### src/rtl/buck_dpwm_if.sv
// Command/status bundle between the PID compensator and the DPWM power-stage driver.
interface buck_dpwm_if #(
  parameter int DUTY_W = 9
);
  logic              en;
  logic [DUTY_W-1:0] duty_in;
  logic              duty_valid;
  logic              hs_gate;
  logic              ls_gate;
  logic              period_start;
  logic              sample_trig;
  logic [DUTY_W-1:0] duty_active;

  modport master (
    output en, duty_in, duty_valid,
    input  hs_gate, ls_gate, period_start, sample_trig, duty_active
  );

  modport slave (
    input  en, duty_in, duty_valid,
    output hs_gate, ls_gate, period_start, sample_trig, duty_active
  );
endinterface

### src/rtl/buck_dpwm.sv
// Counter-based buck DPWM: double-buffered duty, complementary gates, per-period ADC trigger.
// Define DPWM_DEAD_TIME_EN to insert the dead-time FSM between gate transitions.
module buck_dpwm #(
  parameter int DUTY_W   = 9,
  parameter int DUTY_MAX = 486,
  parameter int DEAD_CYC = 4
) (
  input logic       clk,
  input logic       reset,
  buck_dpwm_if.slave bus
);
  // Never let the clamp squeeze the off-time below two dead times.
  localparam int                OFF_LIMIT  = 2**DUTY_W - 2*DEAD_CYC;
  localparam int                CLAMP_I    = (DUTY_MAX < OFF_LIMIT) ? DUTY_MAX : OFF_LIMIT;
  localparam logic [DUTY_W-1:0] DUTY_CLAMP = DUTY_W'(CLAMP_I);
  localparam logic [DUTY_W-1:0] CNT_LAST   = '1;

  logic [DUTY_W-1:0] cnt_q, cnt_d;
  logic [DUTY_W-1:0] shadow_q, shadow_d;
  logic [DUTY_W-1:0] active_q, active_d;
  logic [DUTY_W-1:0] duty_clamped;
  logic              pstart_q, pstart_d;
  logic              strig_q, strig_d;
  logic              pwm_raw;

  always_comb begin
    duty_clamped = (bus.duty_in > DUTY_CLAMP) ? DUTY_CLAMP : bus.duty_in;
    cnt_d        = bus.en ? cnt_q + 1'b1 : '0;
    shadow_d     = bus.duty_valid ? duty_clamped : shadow_q;
    active_d     = active_q;
    // A write landing on the wrap cycle bypasses the shadow.
    if (cnt_q == CNT_LAST)
      active_d = bus.duty_valid ? duty_clamped : shadow_q;
    pstart_d     = bus.en && (cnt_q == '0);
    strig_d      = bus.en && (cnt_q == (active_q >> 1));
  end

  assign pwm_raw = (cnt_q < active_q);

  always_ff @(posedge clk or posedge reset) begin
    if (reset) begin
      cnt_q    <= '0;
      shadow_q <= '0;
      active_q <= '0;
      pstart_q <= 1'b0;
      strig_q  <= 1'b0;
    end else begin
      cnt_q    <= cnt_d;
      shadow_q <= shadow_d;
      active_q <= active_d;
      pstart_q <= pstart_d;
      strig_q  <= strig_d;
    end
  end

  assign bus.period_start = pstart_q;
  assign bus.sample_trig  = strig_q;
  assign bus.duty_active  = active_q;

`ifdef DPWM_DEAD_TIME_EN
  typedef enum logic [3:0] {
    LS_ON = 4'b0001,
    DT_LH = 4'b0010,
    HS_ON = 4'b0100,
    DT_HL = 4'b1000
  } state_t;

  localparam logic [3:0] DT_RELOAD = 4'(DEAD_CYC - 1);

  state_t     state_q;
  logic [3:0] dt_cnt_q;

  // Reset and disable both park in DT_HL so the low side waits out a full dead time.
  always_ff @(posedge clk or posedge reset) begin
    if (reset) begin
      state_q  <= DT_HL;
      dt_cnt_q <= DT_RELOAD;
    end else if (!bus.en) begin
      state_q  <= DT_HL;
      dt_cnt_q <= DT_RELOAD;
    end else begin
      case (state_q)
        LS_ON: if (pwm_raw) begin
          state_q  <= DT_LH;
          dt_cnt_q <= DT_RELOAD;
        end
        DT_LH: begin
          if (!pwm_raw)             state_q  <= LS_ON;
          else if (dt_cnt_q == '0)  state_q  <= HS_ON;
          else                      dt_cnt_q <= dt_cnt_q - 1'b1;
        end
        HS_ON: if (!pwm_raw) begin
          state_q  <= DT_HL;
          dt_cnt_q <= DT_RELOAD;
        end
        DT_HL: begin
          if (dt_cnt_q == '0) state_q  <= LS_ON;
          else                dt_cnt_q <= dt_cnt_q - 1'b1;
        end
        default: begin
          state_q  <= DT_HL;
          dt_cnt_q <= DT_RELOAD;
        end
      endcase
    end
  end

  assign bus.hs_gate = state_q[2];
  assign bus.ls_gate = state_q[0];
`else
  logic hs_q, hs_d;
  logic ls_q, ls_d;

  always_comb begin
    hs_d = bus.en & pwm_raw;
    ls_d = bus.en & ~pwm_raw;
  end

  always_ff @(posedge clk or posedge reset) begin
    if (reset) begin
      hs_q <= 1'b0;
      ls_q <= 1'b0;
    end else begin
      hs_q <= hs_d;
      ls_q <= ls_d;
    end
  end

  assign bus.hs_gate = hs_q;
  assign bus.ls_gate = ls_q;
`endif
endmodule
### src/flat_wrapper.sv
// flat-port wrapper written by rule: the top's interface ports become plain ports
module buck_dpwm_flat 
#(
  parameter int DUTY_W   = 9,
  parameter int DUTY_MAX = 486,
  parameter int DEAD_CYC = 4
)
  (clk, reset, bus_en, bus_duty_in, bus_duty_valid, bus_hs_gate, bus_ls_gate, bus_period_start, bus_sample_trig, bus_duty_active);
  buck_dpwm_if #(.DUTY_W(DUTY_W)) bus_i ();
  input logic clk;
  input logic reset;
  input wire logic [$bits(bus_i.en)-1:0] bus_en;
  input wire logic [$bits(bus_i.duty_in)-1:0] bus_duty_in;
  input wire logic [$bits(bus_i.duty_valid)-1:0] bus_duty_valid;
  output wire logic [$bits(bus_i.hs_gate)-1:0] bus_hs_gate;
  output wire logic [$bits(bus_i.ls_gate)-1:0] bus_ls_gate;
  output wire logic [$bits(bus_i.period_start)-1:0] bus_period_start;
  output wire logic [$bits(bus_i.sample_trig)-1:0] bus_sample_trig;
  output wire logic [$bits(bus_i.duty_active)-1:0] bus_duty_active;
  assign bus_i.en = bus_en;
  assign bus_i.duty_in = bus_duty_in;
  assign bus_i.duty_valid = bus_duty_valid;
  assign bus_hs_gate = bus_i.hs_gate;
  assign bus_ls_gate = bus_i.ls_gate;
  assign bus_period_start = bus_i.period_start;
  assign bus_sample_trig = bus_i.sample_trig;
  assign bus_duty_active = bus_i.duty_active;
  buck_dpwm #(.DUTY_W(DUTY_W), .DUTY_MAX(DUTY_MAX), .DEAD_CYC(DEAD_CYC)) u_core (.clk(clk), .reset(reset), .bus(bus_i));
endmodule
### config.mk
export PLATFORM = sky130hd
export DESIGN_NAME = buck_dpwm_flat
export DESIGN_NICKNAME = d
export VERILOG_FILES = /design/src/rtl/buck_dpwm_if.sv /design/src/rtl/buck_dpwm.sv /design/src/flat_wrapper.sv
export SDC_FILE = /design/constraint.sdc
export NUM_CORES = 1
export LEC_CHECK = 0
export CAP_MARGIN = 10
export CORE_MARGIN = 3
export CORE_UTILIZATION = 52
export DETAILED_ROUTE_END_ITERATION = 16
export PLACE_DENSITY = 0.89
export SLEW_MARGIN = 10
export SYNTH_ARGS = -nofsm -noshare
export SYNTH_HDL_FRONTEND = slang
export SYNTH_SLANG_ARGS = --single-unit
### constraint.sdc
create_clock -name clk -period 2.15 [get_ports clk]
set_input_delay 0.3225 -clock clk [delete_from_list [all_inputs] [get_ports clk]]
set_output_delay 0.3225 -clock clk [all_outputs]
set_load 0.02 [all_outputs]
Word-level counts from Yosys, hierarchy flattened
Cells that the tools add are included.

Shifts and indexed selects: 0. Bitwise logic cells: 3. Eq/ne operators: 2. Reductions and logical operators: 3. Div/mod/pow operators: 0. Mux-type cells: 3. Multiply operators: 0. Add/subtract/negate cells: 1. $lt $le $gt $ge: 2.

Operator list (number): $mux W9 (3); $add A9 B1 Y9 const B (1); $eq A9 B8 Y1 (1); $eq A9 B9 Y1 const B (1); $gt A9 B9 Y1 const B (1); $logic_not A9 Y1 (1); $lt A9 B9 Y1 (1); $and A1 B1 Y1 (2); $logic_and A1 B1 Y1 (2); $not A1 Y1 (1).

RAM bits: 0. Memories: 0. Latch bits: 0. Logic and storage cells: 21. Register bits after elaboration: 31. Input bits: 13. Output and inout bits: 13. Memory bits (read-only): 0.

Longest topological paths before layout
Depth after elaboration: 3. Depth in mapped cells: 8. Mapped depth without buffers: 7.

Worst setup path before layout
No wires, ideal clock.

Path type: register -> register. From: register u_core.cnt_q[0]. To: register u_core.active_q[1], in the netlist u_core.bus.duty_active[1]. Data arrival time: 1557 ps. Slack: 469 ps. Clock period less this slack: 1681 ps. Required time: 2026 ps. Stages on the path, launching flop included: 8. Buffers on the path: 1. Cells stage by stage: dfrtp_1 ha_1 nand3_1 nor2_1 ha_1 clkbuf_1 nor2_1 a211o_1.

Cells in the longest elaborated chain, start to end: 1.

RTL lines: from (decl) (RTL line buck_dpwm.sv:18) `logic [DUTY_W-1:0] cnt_q, cnt_d;`; from (signal assigned) (RTL line buck_dpwm.sv:48) `cnt_q <= cnt_d;`; $eq A9 B9 Y1 (RTL line buck_dpwm.sv:32) `if (cnt_q == CNT_LAST)`; to (signal assigned) (RTL line buck_dpwm.sv:50) `active_q <= active_d;`; to (decl) (RTL line buck_dpwm.sv:20) `logic [DUTY_W-1:0] active_q, active_d;`.

Every way passes these cells. A chain may end at the register's enable or synchronous reset.

Worst setup path after layout
From: register u_core.cnt_q[0]. To: register u_core.active_q[0], in the netlist u_core.bus.duty_active[0].

The elaborated chain is that of the path after synthesis.

==> implementation parameters <==
Parameter                              Value

Clock tree
  Number of buffers added by the clock tree synthesis step ... 5
  Number of sinks handled by clock tree synthesis ... 31
  Clk slew on worst S/H paths ... 0.09 ns
  Clock buffer depth ... 2
  Postcts setup bufs ... 0
  Clock root buffer ... sky130_fd_sc_hd__clkbuf_4
  CTS tree ... yes
  Clock latency at the later pin of the worst-skew pair ... between 0.3 and 0.4 ns
  Post-cts sizing count ... 0
  Number of H-tree levels ... 2
  Hold-fix buffers at CTS ... 0

Timing
  Fin Setup TNS ... 0 ns
  Unrepaired setup endpoints after global routing ... no
  Number of failing setup endpoints in the final timing report ... 0
  Achievable clock frequency ... between 500 and 600 MHz
  Transition time at the pin with the least slew margin ... around 0.53 ns
  Max transition margin ... 64.68%
  Final hold vios ... 0
  Skew final ... 0.001834 ns
  Worst hold slack ... ~0.36 ns
  Share of the clock period used by the worst path ... about 87%
  Max-slew violations ... 0
  Post-layout minimum cycle time ... 1.871 ns

GRT
  Pin count of the biggest net entering global routing ... 32
  Layer with the highest usage after global routing ... met2
  Global-route track usage on met2 ... 37.52%
  First-pass GRT wire length ... 5899 µm
  Vias in the first global route ... 1,344
  Number of antenna violations at the first check in global routing ... 0
  Total routing usage reported by global routing ... 21.47%
  GR met3 Demand/Resource ... 5.992%
  GRT overflow ... 0
  GR met1 Demand/Resource ... 24.44%

Final layout
  Area taken by multi-input logic gates ... 758.2 µm²
  # diodes ... 0
  Top library cells by usage in the layout, fill and taps aside ... sky130_fd_sc_hd__dfrtp_1, sky130_fd_sc_hd__clkdlybuf4s50_1, sky130_fd_sc_hd__nor2_1
  Layout fillers ... 221
  Relative area change from synthesis to final layout ... 20.46%
  Number of nets in the final layout ... 218
  Design Area, Final ... 0.001952 mm²
  Register area ... 775.7 µm²
  Most common cell after layout, fill and taps aside ... sky130_fd_sc_hd__dfrtp_1
  Share of cells above drive strength 1 ... about 9%

Worst setup path
  Kind of capture point of the worst setup path ... flop
  Source of the worst register-to-register timing path ... u_core.cnt_q[0]$_DFF_PP0_
  Slowest cell on the critical path ... sky130_fd_sc_hd__dfrtp_1
  WS Path Type ... flop to flop
  Worst path max stage delay ... ~0.47 ns
  Ordered cell list for the critical path ... ha_1 > nand3_1 > nor2_1 > ha_1 > buf_4 > nand3b_1 > o21ai_1 > a41o_1
  Data required time of the worst path ... 2.41 ns
  Most frequent cell on the critical path ... sky130_fd_sc_hd__ha_1
  Worst Path Arrival ... 2.13 ns
  Startpoint of the worst setup timing path ... u_core.cnt_q[0]$_DFF_PP0_
  Type of origin of the critical path ... flop
  Crit path max fanout ... 13

Logic synthesis
  Seq/Total Area, Yosys ... between 40% and 50%
  #FFs+latches synth ... 31
  Share of Yosys cell area claimed by the top area cell type ... 47.88%
  Synth unique cells ... 35
  Share of async-settable or async-resettable flops after synthesis ... 100.0%
  Prevailing post-synth register cell ... sky130_fd_sc_hd__dfrtp_1
  Largest cells by area after synthesis ... sky130_fd_sc_hd__dfrtp_1, sky130_fd_sc_hd__ha_1, sky130_fd_sc_hd__xnor2_1
  Post-Synthesis Mean Instance Area ... 9.880 µm²
  Synthesized area ... 0.001620 mm²
  Gate count after technology mapping ... approximately 160
  Warning count from the yosys run ... 0
  Leading area contributor after synthesis ... sky130_fd_sc_hd__dfrtp_1
  Number of enable-type register cells in the synthesized netlist ... 0
  Number of nets produced by synthesis ... 188

Drt
  Pre-antenna DRT Iters ... 4
  Vias after detailed routing ... 1,264
  Post-detailed-route via-to-cell ratio ... 5.593
  DRC Markers ... 0
  Average wire per standard cell ... 14.62 µm
  Initial DRC count ... 66
  Final antenna-violating net count ... 0
  Aggregate routed wire length ... 3303 µm

Floorplanning
  Core Region ... 0.002853 mm²
  Initial cell density of the core ... 56.80%
  Die W ... 61.82 µm
  Die outline area ... ~0.0038 mm²
  FP Rows ... 19
  IO Count ... 26
  Die height ... 61.82 µm

Placement
  Final weighted congestion of routability-driven global placement ... around 0.79
  Input/output buffers ... 25
  Post-placement cell area ... about 0.0019 mm²
  Post-detail-place hpwl ... approximately 2600 µm

Pwr
  Total power density per cell area ... 539.6 mW/mm²
  Largest voltage drop on the vdd net ... 503.0 µV
  Standby leakage power ... 0.0009154 µW
  Total power ... 1053 µW

Hold path
  Classification of the worst-slack hold path ... input pin to async pin

Job
  Number of max-cap violations ... 0

Outcome
  Run status ... complete, no violations
[where the power goes]
group          total (µW)  switching (µW)  internal, µW
sequential            621            14.7           606
clock                 313             186           127
combinational         119            60.3          59.1
total                1050             261           792
[registers in the layout, summed over array words and instances (netlist names)]
register and flops:
u_core.bus.ls_gate 1, u_core.bus.duty_active 9, u_core.bus.hs_gate 1, u_core.bus.sample_trig 1
u_core.cnt_q 9, u_core.shadow_q 9, u_core.bus.period_start 1
[critical path: cells and delay by family (launching register included)]
kind	cells	cell delay (ns)
compound gates	2	0.21
flops	1	0.47
fa+ha+maj	2	0.61
simple gates	3	0.29
buf+inv	1	0.24
[path summary, 6_finish.rpt]
check                                                        end  slack (ns)  depth (start not counted)
max reg2reg                u_core.bus.duty_active[0]$_DFFE_PP0N_        0.28                          8
min in group clk                    u_core.shadow_q[3]$_DFF_PP0_        0.49                          2
max in group asynchronous           u_core.shadow_q[3]$_DFF_PP0_        1.50                          3
min                                 u_core.bus.ls_gate$_DFF_PP0_        0.36                          3
max                        u_core.bus.duty_active[0]$_DFFE_PP0N_        0.28                          8
min reg2reg                         u_core.shadow_q[3]$_DFF_PP0_        0.49                          2
[layout make-up]
class | count | area share (%)
sequential | 31 | 39.74
inverter | 13 | 2.500
timing repair buffer | 29 | 14.36
clock inverter | 1 | 0.2564
clock buffer | 7 | 2.308
multi-input combinational | 114 | 38.85
tap | 31 | 1.987
[logic make-up (layout without fill, tap and decap cells)]
logic type / after synthesis / in the layout / share of synthesized area (%)
simple gates: 60 / 60 / 19.07
xor+xnor: 11 / 11 / 5.946
compound gates: 28 / 28 / 10.50
fa+ha+maj: 11 / 11 / 8.494
buf+inv: 19 / 50 / 5.327
mux: 4 / 4 / 2.780
flops: 31 / 31 / 47.88
[cell usage after synthesis, drive strengths merged (5+ instances only)]
cell type,number
xnor2,8
o21ai,10
nor2,16
nand2,12
a21oi,9
nand3,8
buf,5
dfrtp,31
inv,13
ha,11
[metrics by stage]
stage / setup WS (ns) / util [%] / std cells
after floorplan: 0.4694 / - / 164
after global placement: 0.3773 / 66.67 / 218
after detailed placement: 0.2941 / 66.67 / 218
after CTS: 0.2859 / 68.42 / 226
after global routing: 0.1521 / 68.42 / 226
final: 0.2791 / 68.42 / 226
[metal layers]
layer  wire length [µm]  up-vias
li1                   -      620
met5                  0        -
met1               1432      602
met2               1669       36
met3                154        6
met4                 46        0
(Power assumes the default switching activity.)
